==> src/rtl/prog_seq_pkg.sv <==
// Shared types and constants for the program sequencer.
package prog_seq_pkg;

   typedef enum logic [2:0] {
      ST_IDLE    = 3'd0,
      ST_FETCH   = 3'd1,
      ST_WAITMEM = 3'd2,
      ST_LOAD    = 3'd3,
      ST_START   = 3'd4,
      ST_EXEC    = 3'd5,
      ST_HALT    = 3'd6
   } state_t;

   localparam logic [2:0] HALT_OPCODE = 3'b111;
   localparam int         OPCODE_MSB  = 15;
   localparam int         OPCODE_LSB  = 13;

   // True when the instruction word carries the HALT opcode in its top field.
   function automatic logic is_halt(input logic [15:0] word);
      return word[OPCODE_MSB:OPCODE_LSB] == HALT_OPCODE;
   endfunction

endpackage

==> src/rtl/prog_seq_pc.sv <==
// Program counter: PC_W-bit register, synchronous reset to RESET_PC, increments
// (wrapping modulo 2^PC_W) when inc is high.
module prog_seq_pc #(
   parameter int unsigned     PC_W     = 8,
   parameter logic [PC_W-1:0] RESET_PC = '0
) (
   input  logic            clk,
   input  logic            reset,
   input  logic            inc,
   output logic [PC_W-1:0] pc
);

   // PC register; natural overflow of the adder gives the wrap to zero.
   always_ff @(posedge clk) begin
      if (reset) begin
         pc <= RESET_PC;
      end else if (inc) begin
         pc <= pc + PC_W'(1);
      end
   end

endmodule

==> src/rtl/prog_seq.sv <==
// Program sequencer: fetches one instruction per step from a synchronous
// program RAM, hands it to the cpu and waits for the cpu to finish.
// Build option: PROG_SEQ_STEP_EN selects single-step mode (one instruction per
// run request); left undefined the sequencer free-runs until HALT.
//
//   state    | meaning
//   ---------+------------------------------------------------------------
//   IDLE     | waiting for run while the cpu reports done
//   FETCH    | mem_rd strobe, latency counter cleared
//   WAITMEM  | counting RAM latency, capture word into ir_data on last cycle
//   LOAD     | ir_load strobe, decode HALT opcode
//   START    | start strobe to the cpu
//   EXEC     | cpu running; first cycle ignores cpu_w, then wait for cpu_w
//   HALT     | halted, only reset leaves
module prog_seq
   import prog_seq_pkg::*;
#(
   parameter int unsigned PC_W     = 8,
   parameter int unsigned RESET_PC = 0,
   parameter int unsigned MEM_LAT  = 1
) (
   input  logic            clk,
   input  logic            reset,
   input  logic            run,
   output logic            mem_rd,
   output logic [PC_W-1:0] mem_addr,
   input  logic [15:0]     mem_rdata,
   output logic            ir_load,
   output logic [15:0]     ir_data,
   output logic            start,
   input  logic            cpu_w,
   output logic [PC_W-1:0] pc,
   output logic            halted
);

   localparam int CNT_W = $clog2(MEM_LAT + 1);

   state_t             state;
   state_t             state_nx;
   logic [CNT_W-1:0]   lat_cnt;
   logic               lat_done;
   logic               exec_armed;
   logic               pc_inc;

   prog_seq_pc #(
      .PC_W     (PC_W),
      .RESET_PC (PC_W'(RESET_PC))
   ) u_pc (
      .clk   (clk),
      .reset (reset),
      .inc   (pc_inc),
      .pc    (pc)
   );

   assign mem_addr = pc;
   assign lat_done = (lat_cnt == CNT_W'(MEM_LAT - 1));

   // State register.
   always_ff @(posedge clk) begin
      if (reset) begin
         state <= ST_IDLE;
      end else begin
         state <= state_nx;
      end
   end

   // Next-state decode and PC increment request.
   always_comb begin
      state_nx = state;
      pc_inc   = 1'b0;
      case (state)
         ST_IDLE: begin
            if (run && cpu_w) state_nx = ST_FETCH;
         end
         ST_FETCH: begin
            state_nx = ST_WAITMEM;
         end
         ST_WAITMEM: begin
            if (lat_done) state_nx = ST_LOAD;
         end
         ST_LOAD: begin
            if (is_halt(ir_data)) state_nx = ST_HALT;
            else                  state_nx = ST_START;
         end
         ST_START: begin
            state_nx = ST_EXEC;
         end
         ST_EXEC: begin
            // cpu_w is still high on the first EXEC cycle, before the cpu reacts to start.
            if (exec_armed && cpu_w) begin
               pc_inc = 1'b1;
`ifdef PROG_SEQ_STEP_EN
               state_nx = ST_IDLE;
`else
               state_nx = ST_FETCH;
`endif
            end
         end
         ST_HALT: begin
            state_nx = ST_HALT;
         end
         default: begin
            state_nx = ST_IDLE;
         end
      endcase
   end

   // Latency counter, instruction capture and registered strobes aligned with their states.
   always_ff @(posedge clk) begin
      if (reset) begin
         lat_cnt    <= '0;
         exec_armed <= 1'b0;
         ir_data    <= '0;
         mem_rd     <= 1'b0;
         ir_load    <= 1'b0;
         start      <= 1'b0;
         halted     <= 1'b0;
      end else begin
         if (state == ST_FETCH) begin
            lat_cnt <= '0;
         end else if (state == ST_WAITMEM && !lat_done) begin
            lat_cnt <= lat_cnt + CNT_W'(1);
         end
         exec_armed <= (state == ST_EXEC);
         if (state == ST_WAITMEM && lat_done) begin
            ir_data <= mem_rdata;
         end
         mem_rd  <= (state_nx == ST_FETCH);
         ir_load <= (state_nx == ST_LOAD);
         start   <= (state_nx == ST_START);
         halted  <= (state_nx == ST_HALT);
      end
   end

endmodule

==> config.mk <==
export PLATFORM = sky130hd
export DESIGN_NAME = prog_seq
export DESIGN_NICKNAME = d
export VERILOG_FILES = /design/src/rtl/prog_seq_pkg.sv /design/src/rtl/prog_seq_pc.sv /design/src/rtl/prog_seq.sv
export SDC_FILE = /design/constraint.sdc
export NUM_CORES = 1
export LEC_CHECK = 0
export ABC_AREA = 1
export CORE_MARGIN = 4
export CORE_UTILIZATION = 30
export CTS_CLUSTER_SIZE = 16
export DETAILED_ROUTE_END_ITERATION = 10
export PLACE_DENSITY_LB_ADDON = 0.25
export SLEW_MARGIN = 25
export SYNTH_ARGS = -nofsm -noshare
export SYNTH_HDL_FRONTEND = slang
export SYNTH_SLANG_ARGS = --single-unit
==> constraint.sdc <==
create_clock -name clk -period 1.6 [get_ports clk]
set_input_delay 0.16 -clock clk [delete_from_list [all_inputs] [get_ports clk]]
set_output_delay 0.16 -clock clk [all_outputs]
set_load 0.005 [all_outputs]
==> flow_summary_export.csv, run 1 <==
group,metric,value,unit
outcome,status,"complete, no violations",
power_and_ir_drop,switchingPower,0.439,mW
cells_and_area,multi_input_area,524,sq um
timing,rsz0062_at_grt,"no",
clock_tree,cts_setup_buffers,0,
synthesis,synth_cells,181,
timing,setup_tns,0,ns
run,max-cap-violations,0,
cells_and_area,nFillCells,453,
critical_path,cp_num_cells,1,
power_and_ir_drop,p_per_area,932,mW/mm^2
power_and_ir_drop,power_frac_seq,48.3,%
timing,layout_min_cycle_time,1.41,ns
critical_path,reg2reg_from,"u_pc.pc[0]$_SDFFE_PP0P_",
clock_tree,postCtsHoldBufs,0,
cells_and_area,area_growth_syn_to_layout,48.6,%
place,gp_congestion,0.735,
die,fp-row-count,24,
detailed_routing,drcViolationCount,0,
synthesis,ys_ff_latch,33,
clock_tree,post_cts_resized,0,
cells_and_area,drive_gt1_share,6.84,%
critical_path,max_stage_delay,0.54,ns
synthesis,yosysWarnings,0,
clock_tree,clockRootBuffer,"clkbuf_8",
detailed_routing,via_count,1248,
grt,grt_pass1_wl,4980,um
grt,antenna_found_initial,0,
power_and_ir_drop,ir_drop,0.582,mV
critical_path,r2r_end,"u_pc.pc[6]$_SDFFE_PP0P_",
die,die_h,74.9,um
critical_path,cp_cell_sequence,"clkdlybuf4s50_1",
detailed_routing,drt-pass1-iter-count,4,
grt,grt_usage,11.8,%
detailed_routing,wl_per_cell,10.9,um
clock_tree,clkTransAtPathRegs,0.07,ns
power_and_ir_drop,p_int,1.42,mW
critical_path,crit_path_top_delay_cell,"clkdlybuf4s50_1",
critical_path,reg2reg_depth,6,
cells_and_area,fin_nets,254,
place,dp_hpwl,2340,um
min_path,hold_depth,2,
critical_path,required,1.44,ns
grt,grt_pass1_vias,1109,
power_and_ir_drop,p_comb_share,15.1,%
place,dp_slack,0.191,ns
detailed_routing,vias_per_cell,4.36,
min_path,hold_class,"reg -> reg",
die,die_area,0.00561,sq mm
die,ioPinCount,56,
synthesis,synth_nets,202,
place,portBuffers,55,
synthesis,synthesis.area,0.00134,sq mm
clock_tree,clockBufferDepth,2,
power_and_ir_drop,leakagePower,0.786,nW
power_and_ir_drop,p_sw_share,23.6,%
critical_path,crit_family,"buffers and inverters",
detailed_routing,drtAntennaViolNets,0,
critical_path,cp-endpoint,"pc[0]",
timing,finalCritPeriodShare,88.4,%
critical_path,startpoint_type,"register",
critical_path,crit_arrival,1.25,ns
timing,drv_slew,0,
cells_and_area,layout.area.seq,661,sq um
critical_path,critPathBufInv,1,
critical_path,path_class,"reg -> out",
critical_path,r2r_slack,0.30,ns
power_and_ir_drop,power_frac_clock,36.5,%
clock_tree,cts_made_buffers,5,
clock_tree,cts_sinks,33,
synthesis,ys_seq_area_share,49.2,%
timing,fin_ws,0.186,ns
clock_tree,cts_tree,"built",
min_path,hp-start,"lat_cnt$_SDFFE_PP0P_",
detailed_routing,drtIter0Drc,37,
grt,grt_max_degree,21,
timing,worst_slew_pin_slew,0.344,ns
grt,grt_overflow,0,
critical_path,endpoint_kind,"output port",
die,die-width,74.9,um
detailed_routing,wl,3110,um
timing,fin_skew,0.00249,ns
synthesis,avgSynthCellArea,7.42,sq um
timing,setup_viol,0,
critical_path,path_max_fanout,6,
timing,slew_headroom,77.1,%
synthesis,synth_cell_types,20,
clock_tree,clk_latency,0.28,ns
timing,fmax,707,MHz
clock_tree,htree_levels,2,
die,core,0.00435,sq mm
timing,finalHoldViolations,0,
cells_and_area,antennaDiodeCount,0,
critical_path,crit_path_start,"u_pc.pc[0]$_SDFFE_PP0P_",
die,initial_core_util,30.9,%
## layout make-up
cell class / instances / share of cell area [%]
clock inverters: 1 / 0.251
well taps: 52 / 3.26
multi-input cells: 122 / 26.3
repair buffers: 59 / 29.7
clock buffers: 7 / 4.82
flip-flops and latches: 33 / 33.1
inverters: 12 / 2.63
## cells in the mapped netlist
master | n | share of area (%)
nor3_1 | 4 | 1.5
inv_2 | 1 | 0.28
dfxtp_1 | 33 | 49
a21oi_1 | 5 | 1.9
inv_1 | 10 | 2.8
nor2_1 | 54 | 15
nor2_2 | 1 | 0.47
nand2_2 | 1 | 0.47
o21a_1 | 1 | 0.56
inv_8 | 1 | 0.84
buf_6 | 1 | 0.84
nand2_1 | 26 | 7.3
o21ai_0 | 20 | 7.4
nand4_1 | 1 | 0.47
clkbuf_1 | 2 | 0.56
nand3_1 | 8 | 3.0
ha_1 | 1 | 0.93
buf_4 | 9 | 5.0
buf_8 | 1 | 1.1
buf_2 | 1 | 0.37
## cell families after synthesis
logic type      share of synthesized area, %
buf+inv                                 11.8
flops                                   49.2
compound gates                          9.87
fa+ha+maj                              0.931
simple gates                            28.2
## sequential cells by signal, summed over array words and instances (netlist names)
register,count
mem_rd,1
ir_data,16
u_pc.pc,8
halted,1
lat_cnt,1
start,1
ir_load,1
exec_armed,1
state,3
## placed cells by master, fill, tap and decap left out, types with 3 or more instances in the layout
cell type	instances
nor3_1	4
clkbuf_8	7
clkdlybuf4s50_1	55
nor2_1	54
buf_4	3
dfxtp_1	33
nand3_1	8
nand2_1	26
inv_1	10
o21ai_0	20
a21oi_1	5
## stage by stage
stage	instance area (sq um)	util, %	instances	hold slack [ns]	power [mW]
2_1_floorplan	1340	-	181	0.229	1.05
3_3_place_gp	1900	43.5	278	0.432	1.20
3_5_place_dp	1900	43.5	278	0.436	1.21
4_1_cts	2000	45.9	286	0.446	1.89
5_1_grt	2000	45.9	286	0.468	1.97
6_report	2000	45.9	286	0.443	1.86
## power groups by stage
| stage | sequential, mW | clock [mW] | combinational (mW) |
|---|---|---|---|
| floorplan | 0.920 | 0 | 0.131 |
| global placement | 0.916 | 0 | 0.285 |
| detailed placement | 0.918 | 0 | 0.288 |
| CTS | 0.899 | 0.706 | 0.289 |
| global route | 0.904 | 0.749 | 0.319 |
| finish | 0.899 | 0.680 | 0.282 |
## worst min-delay path by stage
stage / to / slack, ns
final: lat_cnt$_SDFFE_PP0P_ / 0.44
after global routing: lat_cnt$_SDFFE_PP0P_ / 0.47
after CTS: lat_cnt$_SDFFE_PP0P_ / 0.45
after detailed placement: lat_cnt$_SDFFE_PP0P_ / 0.44
after global placement: lat_cnt$_SDFFE_PP0P_ / 0.43
after floorplan: state[0]$_SDFF_PP0_ / 0.23
## metal layers
layer  vias to the layer above  global-route usage (%)  share of wire [%]
met1                       539                    14.3                 46
met5                         -                       0                  0
li1                        668                       -                  -
met2                        37                    18.6                 44
met3                         4                    5.34                8.4
met4                         0                    4.15                1.4
Note: power is estimated with default switching activity, not from simulation.
==> run 2, diff against run 1 <==
Settings changed: CORE_UTILIZATION 30 to 27.
==> run 2 against run 1 <==
Sequential share of layout area fell by 0.61 points. Highest routed layer unchanged. Global-route usage down 1.2 points. Critical path depth stayed put. Register-to-register slack about the same. Power is 7.3% higher. Clock skew grew 0.0013 ns. Flip-flop and latch count unchanged. Design area grew 1.9%.
==> flow_summary_export.csv, run 2 (synthesized netlist as in run 1, its figures left out) <==
group,metric,value,unit
outcome,status,"complete, no violations",
grt,met1_usage,12.5,%
cells_and_area,largest_reg_flops,16,
die,ioPinCount,56,
power_and_ir_drop,p_int,1.54,mW
power_and_ir_drop,switchingPower,0.457,mW
detailed_routing,drtAntennaViolNets,0,
grt,grt_max_degree,21,
cells_and_area,final_util,42.5,%
power_and_ir_drop,p_per_area,981,mW/mm^2
grt,busiest_layer,"met2",
timing,worst_slew_pin_slew,0.353,ns
cells_and_area,layout.area.seq,661,sq um
power_and_ir_drop,power_frac_seq,45.0,%
detailed_routing,drcViolationCount,0,
die,die-width,78.5,um
timing,setup_tns,0,ns
clock_tree,htree_levels,2,
cells_and_area,finalNonFillerCells,301,
timing,fin_ws,0.189,ns
critical_path,path_class,"reg -> out",
detailed_routing,drt-pass1-iter-count,5,
cells_and_area,final_cell_mix,"55 x clkdlybuf4s50_1, 54 x nor2_1, 33 x dfxtp_1",
cells_and_area,regMostFlops,"ir_data",
place,placedInstanceArea,0.00191,sq mm
power_and_ir_drop,leakagePower,0.789,nW
place,portBuffers,55,
clock_tree,cts_sinks,33,
critical_path,path_max_fanout,6,
grt,grtUsageMet3,3.56,%
power_and_ir_drop,p_sw_share,22.9,%
cells_and_area,fin_area,0.00203,sq mm
cells_and_area,top_regs,"ir_data (16), u_pc.pc (8), state (3)",
clock_tree,postCtsHoldBufs,0,
place,placedCellCount,293,
timing,rsz0062_at_grt,"no",
die,core,0.00479,sq mm
power_and_ir_drop,power_frac_clock,40.8,%
critical_path,crit_arrival,1.25,ns
timing,setup_viol,0,
timing,slew_headroom,76.4,%
min_path,hold_class,"reg -> reg",
detailed_routing,via_count,1238,
clock_tree,clk_latency,0.28,ns
detailed_routing,wl_per_cell,10.4,um
grt,antenna_found_initial,0,
critical_path,critPathBufInv,1,
detailed_routing,vias_per_cell,4.11,
timing,fin_skew,0.00384,ns
grt,grt_usage,10.7,%
cells_and_area,final_common_cell,"clkdlybuf4s50_1",
grt,grt_pass1_vias,1130,
detailed_routing,drtIter0Drc,37,
power_and_ir_drop,ir_drop,0.622,mV
clock_tree,cts_setup_buffers,0,
clock_tree,cts_made_buffers,5,
timing,finalHoldViolations,0,
run,max-cap-violations,0,
power_and_ir_drop,p_comb_share,14.2,%
cells_and_area,area_growth_syn_to_layout,51.4,%
die,die_h,78.5,um
grt,grt_overflow,0,
timing,fmax,709,MHz
critical_path,crit_family,"buffers and inverters",
critical_path,cp_cell_sequence,"clkdlybuf4s50_1",
die,die_area,0.00617,sq mm
timing,layout_min_cycle_time,1.41,ns
critical_path,startpoint_type,"register",
timing,drv_slew,0,
place,dp_slack,0.148,ns
cells_and_area,nFillCells,512,
clock_tree,clockBufferDepth,2,
clock_tree,clkTransAtPathRegs,0.07,ns
critical_path,max_stage_delay,0.55,ns
cells_and_area,fin_nets,254,
timing,whs,0.444,ns
die,fp-row-count,25,
critical_path,required,1.44,ns
place,gp_congestion,0.722,
timing,finalCritPeriodShare,88.2,%
clock_tree,cts_tree,"built",
critical_path,endpoint_kind,"output port",
grt,use_met2,17.3,%
cells_and_area,antennaDiodeCount,0,
detailed_routing,wl,3120,um
cells_and_area,multi_input_area,524,sq um
place,dp_hpwl,2340,um
cells_and_area,drive_gt1_share,6.84,%
grt,grt_pass1_wl,5180,um
power_and_ir_drop,power,2.00,mW
critical_path,crit_path_top_delay_cell,"clkdlybuf4s50_1",
die,initial_core_util,28.1,%
clock_tree,clockRootBuffer,"clkbuf_8",
clock_tree,post_cts_resized,0,
-- run 2: cell type report --
class	count	share of cell area, %
inverter	12	2.58
clock inverter	2	1.85
tap	67	4.12
clock buffer	6	4.06
sequential	33	32.5
timing repair buffer	59	29.2
multi-input combinational	122	25.8
-- run 2: power by group through the flow --
stage                     Sequential (mW)  Clock (mW)  Combinational [mW]
after floorplan                     0.920           0               0.131
after detailed placement            0.917           0               0.288
after global placement              0.917           0               0.288
after global routing                0.905       0.868               0.317
after CTS                           0.898       0.840               0.291
final                               0.898       0.815               0.283
-- run 2: final timing paths --
path                                         startpoint                 endpoint  slack [ns]  depth (start not counted)
worst max-delay path            u_pc.pc[2]$_SDFFE_PP0P_              mem_addr[2]        0.19                          1
worst min-delay path               lat_cnt$_SDFFE_PP0P_     lat_cnt$_SDFFE_PP0P_        0.44                          2
worst max register to register      state[2]$_SDFF_PP0_  u_pc.pc[7]$_SDFFE_PP0P_        0.30                          7
worst min register to register     lat_cnt$_SDFFE_PP0P_     lat_cnt$_SDFFE_PP0P_        0.44                          2
-- run 2: routing by layer --
layer,vias up,share of wire (%)
met3,4,6.0
met5,-,0
met1,540,46
li1,668,-
met4,0,1.5
met2,26,46
==> run 3, diff against run 2 <==
Settings changed: CORE_UTILIZATION 27 to 42, TNS_END_PERCENT from default to 100.
==> run 3 against run 2 <==
Clock power decreased by 46%. Die area is 32% lower. Wire length down 4.4%. Worst hold slack worse by 0.0089 ns. Register-to-register slack gained 0.03 ns. Highest routed layer unchanged.
==> flow_summary_export.csv, run 3 (synthesized netlist as in run 1, its figures left out) <==
group,metric,value,unit
timing,worst_slew_pin_slew,0.271,ns
die,die-width,64.6,um
timing,slew_headroom,81.9,%
place,dp_hpwl,2210,um
die,core,0.00305,sq mm
detailed_routing,drcViolationCount,0,
cells_and_area,top_regs,"ir_data (16), u_pc.pc (8), state (3)",
critical_path,max_stage_delay,0.56,ns
clock_tree,clockRootBuffer,"clkbuf_4",
clock_tree,htree_levels,2,
timing,fin_skew,0.0119,ns
clock_tree,clockBufferDepth,2,
die,ioPinCount,56,
outcome,status,"complete, no violations",
critical_path,startpoint_type,"register",
clock_tree,clk_latency,0.33,ns
die,die_area,0.00417,sq mm
timing,finalCritPeriodShare,92.2,%
grt,grt_pass1_wl,4980,um
critical_path,r2r_end,"u_pc.pc[6]$_SDFFE_PP0P_",
cells_and_area,largest_reg_flops,16,
min_path,whs_endpoint,"ir_data[10]$_SDFFE_PP0P_",
power_and_ir_drop,ir_drop,0.689,mV
critical_path,path_max_fanout,6,
min_path,hold_depth,3,
place,portBuffers,55,
detailed_routing,via_count,1260,
critical_path,crit_path_start,"u_pc.pc[2]$_SDFFE_PP0P_",
timing,finalHoldViolations,0,
grt,antenna_found_initial,0,
cells_and_area,fin_nets,255,
clock_tree,cts_tree,"built",
cells_and_area,final_cell_mix,"55 x clkdlybuf4s50_1, 54 x nor2_1, 33 x dfxtp_1",
critical_path,r2r_slack,0.33,ns
cells_and_area,final_common_cell,"clkdlybuf4s50_1",
critical_path,critPathBufInv,1,
detailed_routing,routed.top_layer,"met4",
min_path,hold_class,"in -> reg",
detailed_routing,wl_per_cell,10.7,um
detailed_routing,drtIter0Drc,42,
die,initial_core_util,44.0,%
grt,grt_usage,15.7,%
timing,fmax,678,MHz
detailed_routing,vias_per_cell,4.52,
clock_tree,clkTransAtPathRegs,0.10,ns
cells_and_area,antennaDiodeCount,0,
critical_path,crit_family,"buffers and inverters",
cells_and_area,drive_gt1_share,5.96,%
critical_path,crit_path_top_delay_cell,"clkdlybuf4s50_1",
cells_and_area,regMostFlops,"ir_data",
power_and_ir_drop,power,1.62,mW
timing,drv_slew,0,
run,max-cap-violations,0,
place,gp_congestion,0.799,
detailed_routing,met1_length,1440,um
detailed_routing,met2WireLength,1300,um
detailed_routing,drtAntennaViolNets,0,
clock_tree,post_cts_resized,0,
critical_path,endpoint_kind,"output port",
clock_tree,cts_made_buffers,5,
timing,setup_tns,0,ns
min_path,hp-start,"mem_rdata[10]",
die,die_h,64.6,um
critical_path,reg2reg_depth,6,
detailed_routing,drt-pass1-iter-count,4,
power_and_ir_drop,p_per_area,835,mW/mm^2
power_and_ir_drop,leakagePower,0.762,nW
clock_tree,cts_sinks,33,
critical_path,reg2reg_from,"u_pc.pc[0]$_SDFFE_PP0P_",
cells_and_area,final_util,63.6,%
cells_and_area,area_growth_syn_to_layout,44.5,%
timing,setup_viol,0,
die,fp-row-count,20,
clock_tree,postCtsHoldBufs,0,
critical_path,required,1.44,ns
critical_path,cp_cell_sequence,"clkdlybuf4s50_1",
grt,grt_max_degree,26,
timing,layout_min_cycle_time,1.48,ns
critical_path,crit_arrival,1.32,ns
timing,rsz0062_at_grt,"no",
grt,grt_overflow,0,
critical_path,path_class,"reg -> out",
detailed_routing,wl,2990,um
clock_tree,cts_setup_buffers,0,
detailed_routing,wl_met3,209,um
grt,grt_pass1_vias,1136,
## run 3: cell count changes in the layout (fill, tap and decap cells not counted), sizes merged
| cell | delta |
|---|---|
| buf | +1 |
| bufinv | -1 |
| clkinvlp | -1 |
| clkbuf | +2 |
## run 3: worst max-delay path by stage
stage / depth (start not counted) / endpoint / slack [ns]
5_1_grt: 1 / pc[2] / 0.05
6_report: 1 / pc[2] / 0.12
3_3_place_gp: 7 / u_pc.pc[6]$_SDFFE_PP0P_ / 0.27
3_5_place_dp: 7 / u_pc.pc[6]$_SDFFE_PP0P_ / 0.25
2_1_floorplan: 6 / u_pc.pc[6]$_SDFFE_PP0P_ / 0.45
4_1_cts: 1 / pc[2] / 0.10
## run 3: routing by layer
layer,up-vias,track usage (%)
li1,672,-
met1,542,19.2
met2,42,24.2
met3,4,6.41
met4,0,7.12
met5,-,0
## run 3: stage by stage
step	hold slack (ns)	area, sq um	worst slack, ns	std cells
finish	0.435	1940	0.124	279
global route	0.433	1940	0.0462	279
CTS	0.417	1940	0.105	279
detailed placement	0.435	1890	0.248	271
global placement	0.431	1890	0.268	271
floorplan	0.229	1340	0.451	181
## run 3: layout make-up
| class | count | area, sq um |
|---|---|---|
| Timing Repair Buffer | 60 | 601 |
| Multi-Input combinational cell | 122 | 524 |
| Tap cell | 44 | 55.1 |
| Clock buffer | 8 | 48.8 |
| Inverter | 12 | 52.6 |
| Sequential cell | 33 | 661 |
| Fill cell | 295 | 1110 |
## run 3: power by group
| part | internal (mW) | switching (mW) | leakage (nW) |
|---|---|---|---|
| Combinational | 0.166 | 0.120 | 0.468 |
| Clock | 0.175 | 0.263 | 0.0265 |
| Sequential | 0.869 | 0.0288 | 0.268 |
==> patch, RTL diff (settings of run 1) <==
Build with the macro `PROG_SEQ_STEP_EN` defined.
--- a/src/rtl/prog_seq.sv
+++ b/src/rtl/prog_seq.sv
@@ -12,6 +12,8 @@
 //   START    | start strobe to the cpu
 //   EXEC     | cpu running; first cycle ignores cpu_w, then wait for cpu_w
 //   HALT     | halted, only reset leaves
+`define PROG_SEQ_STEP_EN
+
 module prog_seq
    import prog_seq_pkg::*;
 #(
Formal check against the unedited RTL: not equivalent (Yosys sat finds a counterexample within 10 cycles, from zero or initial values and one cycle with reset high).
==> patch against run 1 <==
Count of clock-buffer cells in the layout unchanged. Critical endpoint is now mem_addr[3]. Cell area hardly changed. Fmax decreased by 0.27%. Power down 1.6%. Setup slack worse by 0.0038 ns. Combinational power grew 5%. Sequential cell count is the same. Wire length down 0.42%. Area after synthesis increased by 3.4%. Utilization shrank 0.65 points.
==> patch: results (changes against run 1) <==
stage,metric,value,unit,change
status,status,finished clean,,unchanged
global_routing,track_usage,0.109,,was 0.118
worst_setup_path,worst_path_max_delay_cell,clkdlybuf4s50_1,,unchanged
timing,tightest_slew,0.377,ns,was 0.344 ns
clock_tree,postCtsSetupBuffers,0,,unchanged
clock_tree,cts.reportedPaths.clkPinSlew,0.07,ns,about the same
detailed_routing,routed_wl,3090,µm,was 3110 µm
hold_path,hold_path_startpoint,mem_rdata[13],,was lat_cnt
finish,top_regs,"ir_data: 16 flops, u_pc.pc: 8 flops, state: 3 flops",,unchanged
clock_tree,htreeDepth,2,,unchanged
power,ir_drop,0.510,mV,was 0.582 mV
worst_setup_path,cp_max_fo,6,,unchanged
clock_tree,root_buffer,clkbuf_8,,unchanged
worst_setup_path,cp_slowest_stage_delay,0.54,ns,about the same
finish,drive_gt1_frac,0.0779,,was 0.0684
placed_design,dpl_cell_area,1910,µm²,was 1900 µm²
worst_setup_path,cp-startpoint,u_pc.pc[3],,was u_pc.pc[0]
clock_tree,clkLatencyLatePin,0.29,ns,
global_routing,antenna_found_initial,0,,unchanged
global_routing,grt_pass1_wl,5220,µm,was 4980 µm
worst_setup_path,r2r_slack,0.29,ns,
synthesis,ys_top_cells_by_area,"dfxtp_1, nor2_1, nand2_1",,"was dfxtp_1, nor2_1, o21ai_0"
clock_tree,clk_path_buf_depth,2,,unchanged
timing,fin_crit_sh,0.886,,was 0.884
worst_setup_path,crit_family,buffers and inverters,,unchanged
placed_design,routabilityCongestion,0.733,,was 0.735
power,cellLeakagePower,0.755,nW,was 0.786 nW
global_routing,grt_max_degree,25,,was 21
synthesis,synth_cell_types,23,,was 20
worst_setup_path,timing.rr.start,state[1],,was u_pc.pc[0]
synthesis,synthTopCellsByCount,"nor2_1, dfxtp_1, nand2_1, o21ai_1, buf_4",,"was nor2_1, dfxtp_1, nand2_1, o21ai_0, inv_1"
timing,fin_hold_ws,0.481,ns,was 0.443 ns
timing,worst_clock_skew,0.00663,ns,was 0.00249 ns
detailed_routing,dr.pass1.iters,4,,unchanged
finish,n_antenna_cell,0,,unchanged
hold_path,hold_path_class,input port to register,,was register to register
placed_design,dp_hpwl,2190,µm,was 2340 µm
finish,layout.nets,252,,was 254
placed_design,port_buffers,55,,unchanged
synthesis,ys_seq_area_frac,0.476,,was 0.492
detailed_routing,drt_iter0_markers,49,,was 37
clock_tree,cts_resized,0,,unchanged
clock_tree,numCtsBuffers,5,,unchanged
synthesis,yosys_warnings,0,,unchanged
detailed_routing,via_per_inst,4.44,,was 4.36
synthesis,synthArstFlopShare,0,,unchanged
global_routing,grt_pass1_vias,1145,,was 1109
worst_setup_path,arrival,1.26,ns,
synthesis,synth_nets,202,,unchanged
placed_design,dp_slack,0.162,ns,was 0.191 ns
==> patch: area by class of cell <==
type | count | area, µm²
Clock buffer | 7 | 86.3
Multi-Input combinational cell | 121 | 561
Sequential cell | 33 | 661
Inverter | 12 | 50.0
Tap cell | 52 | 65.1
Fill cell | 459 | 2420
Timing Repair Buffer | 58 | 573
==> patch: path summary, 6_finish.rpt <==
path,end,cells past startpoint
worst max-delay path,mem_addr[3],1
worst min register to register,ir_data[3],2
worst max register to register,start,7
worst min-delay path,ir_data[13],3
==> patch: report_power, final <==
part	leakage [nW]	switching (mW)	internal, mW	total [mW]
combinational	0.443	0.130	0.166	0.296
clock	0.0443	0.292	0.341	0.633
sequential	0.268	0.0299	0.872	0.902
==> patch: through the flow <==
step | total power, mW | std cells
after floorplan | 1.07 | 181
after global placement | 1.22 | 276
after detailed placement | 1.22 | 276
after CTS | 1.86 | 283
after global routing | 1.93 | 283
final | 1.83 | 283
==> patch: layer usage <==
layer | GRT usage | up-vias | wire length, µm | share of wire
met5 | 0 | - | 0 | 0
li1 | - | 670 | - | -
met4 | 0.0374 | 0 | 19 | 0.0061
met2 | 0.173 | 31 | 1400 | 0.45
met1 | 0.130 | 553 | 1470 | 0.48
met3 | 0.0496 | 2 | 203 | 0.066
==> patch: kinds of logic (layout without fill, tap and decap cells) <==
family	count (synthesis)	count (layout)	synth area share
flip-flops	33	33	0.476
AND/OR/NAND/NOR	91	91	0.286
AO/OA/AOI/OAI	29	29	0.108
buffers and inverters	27	77	0.121
adder cells (fa/ha/maj)	1	1	0.00901
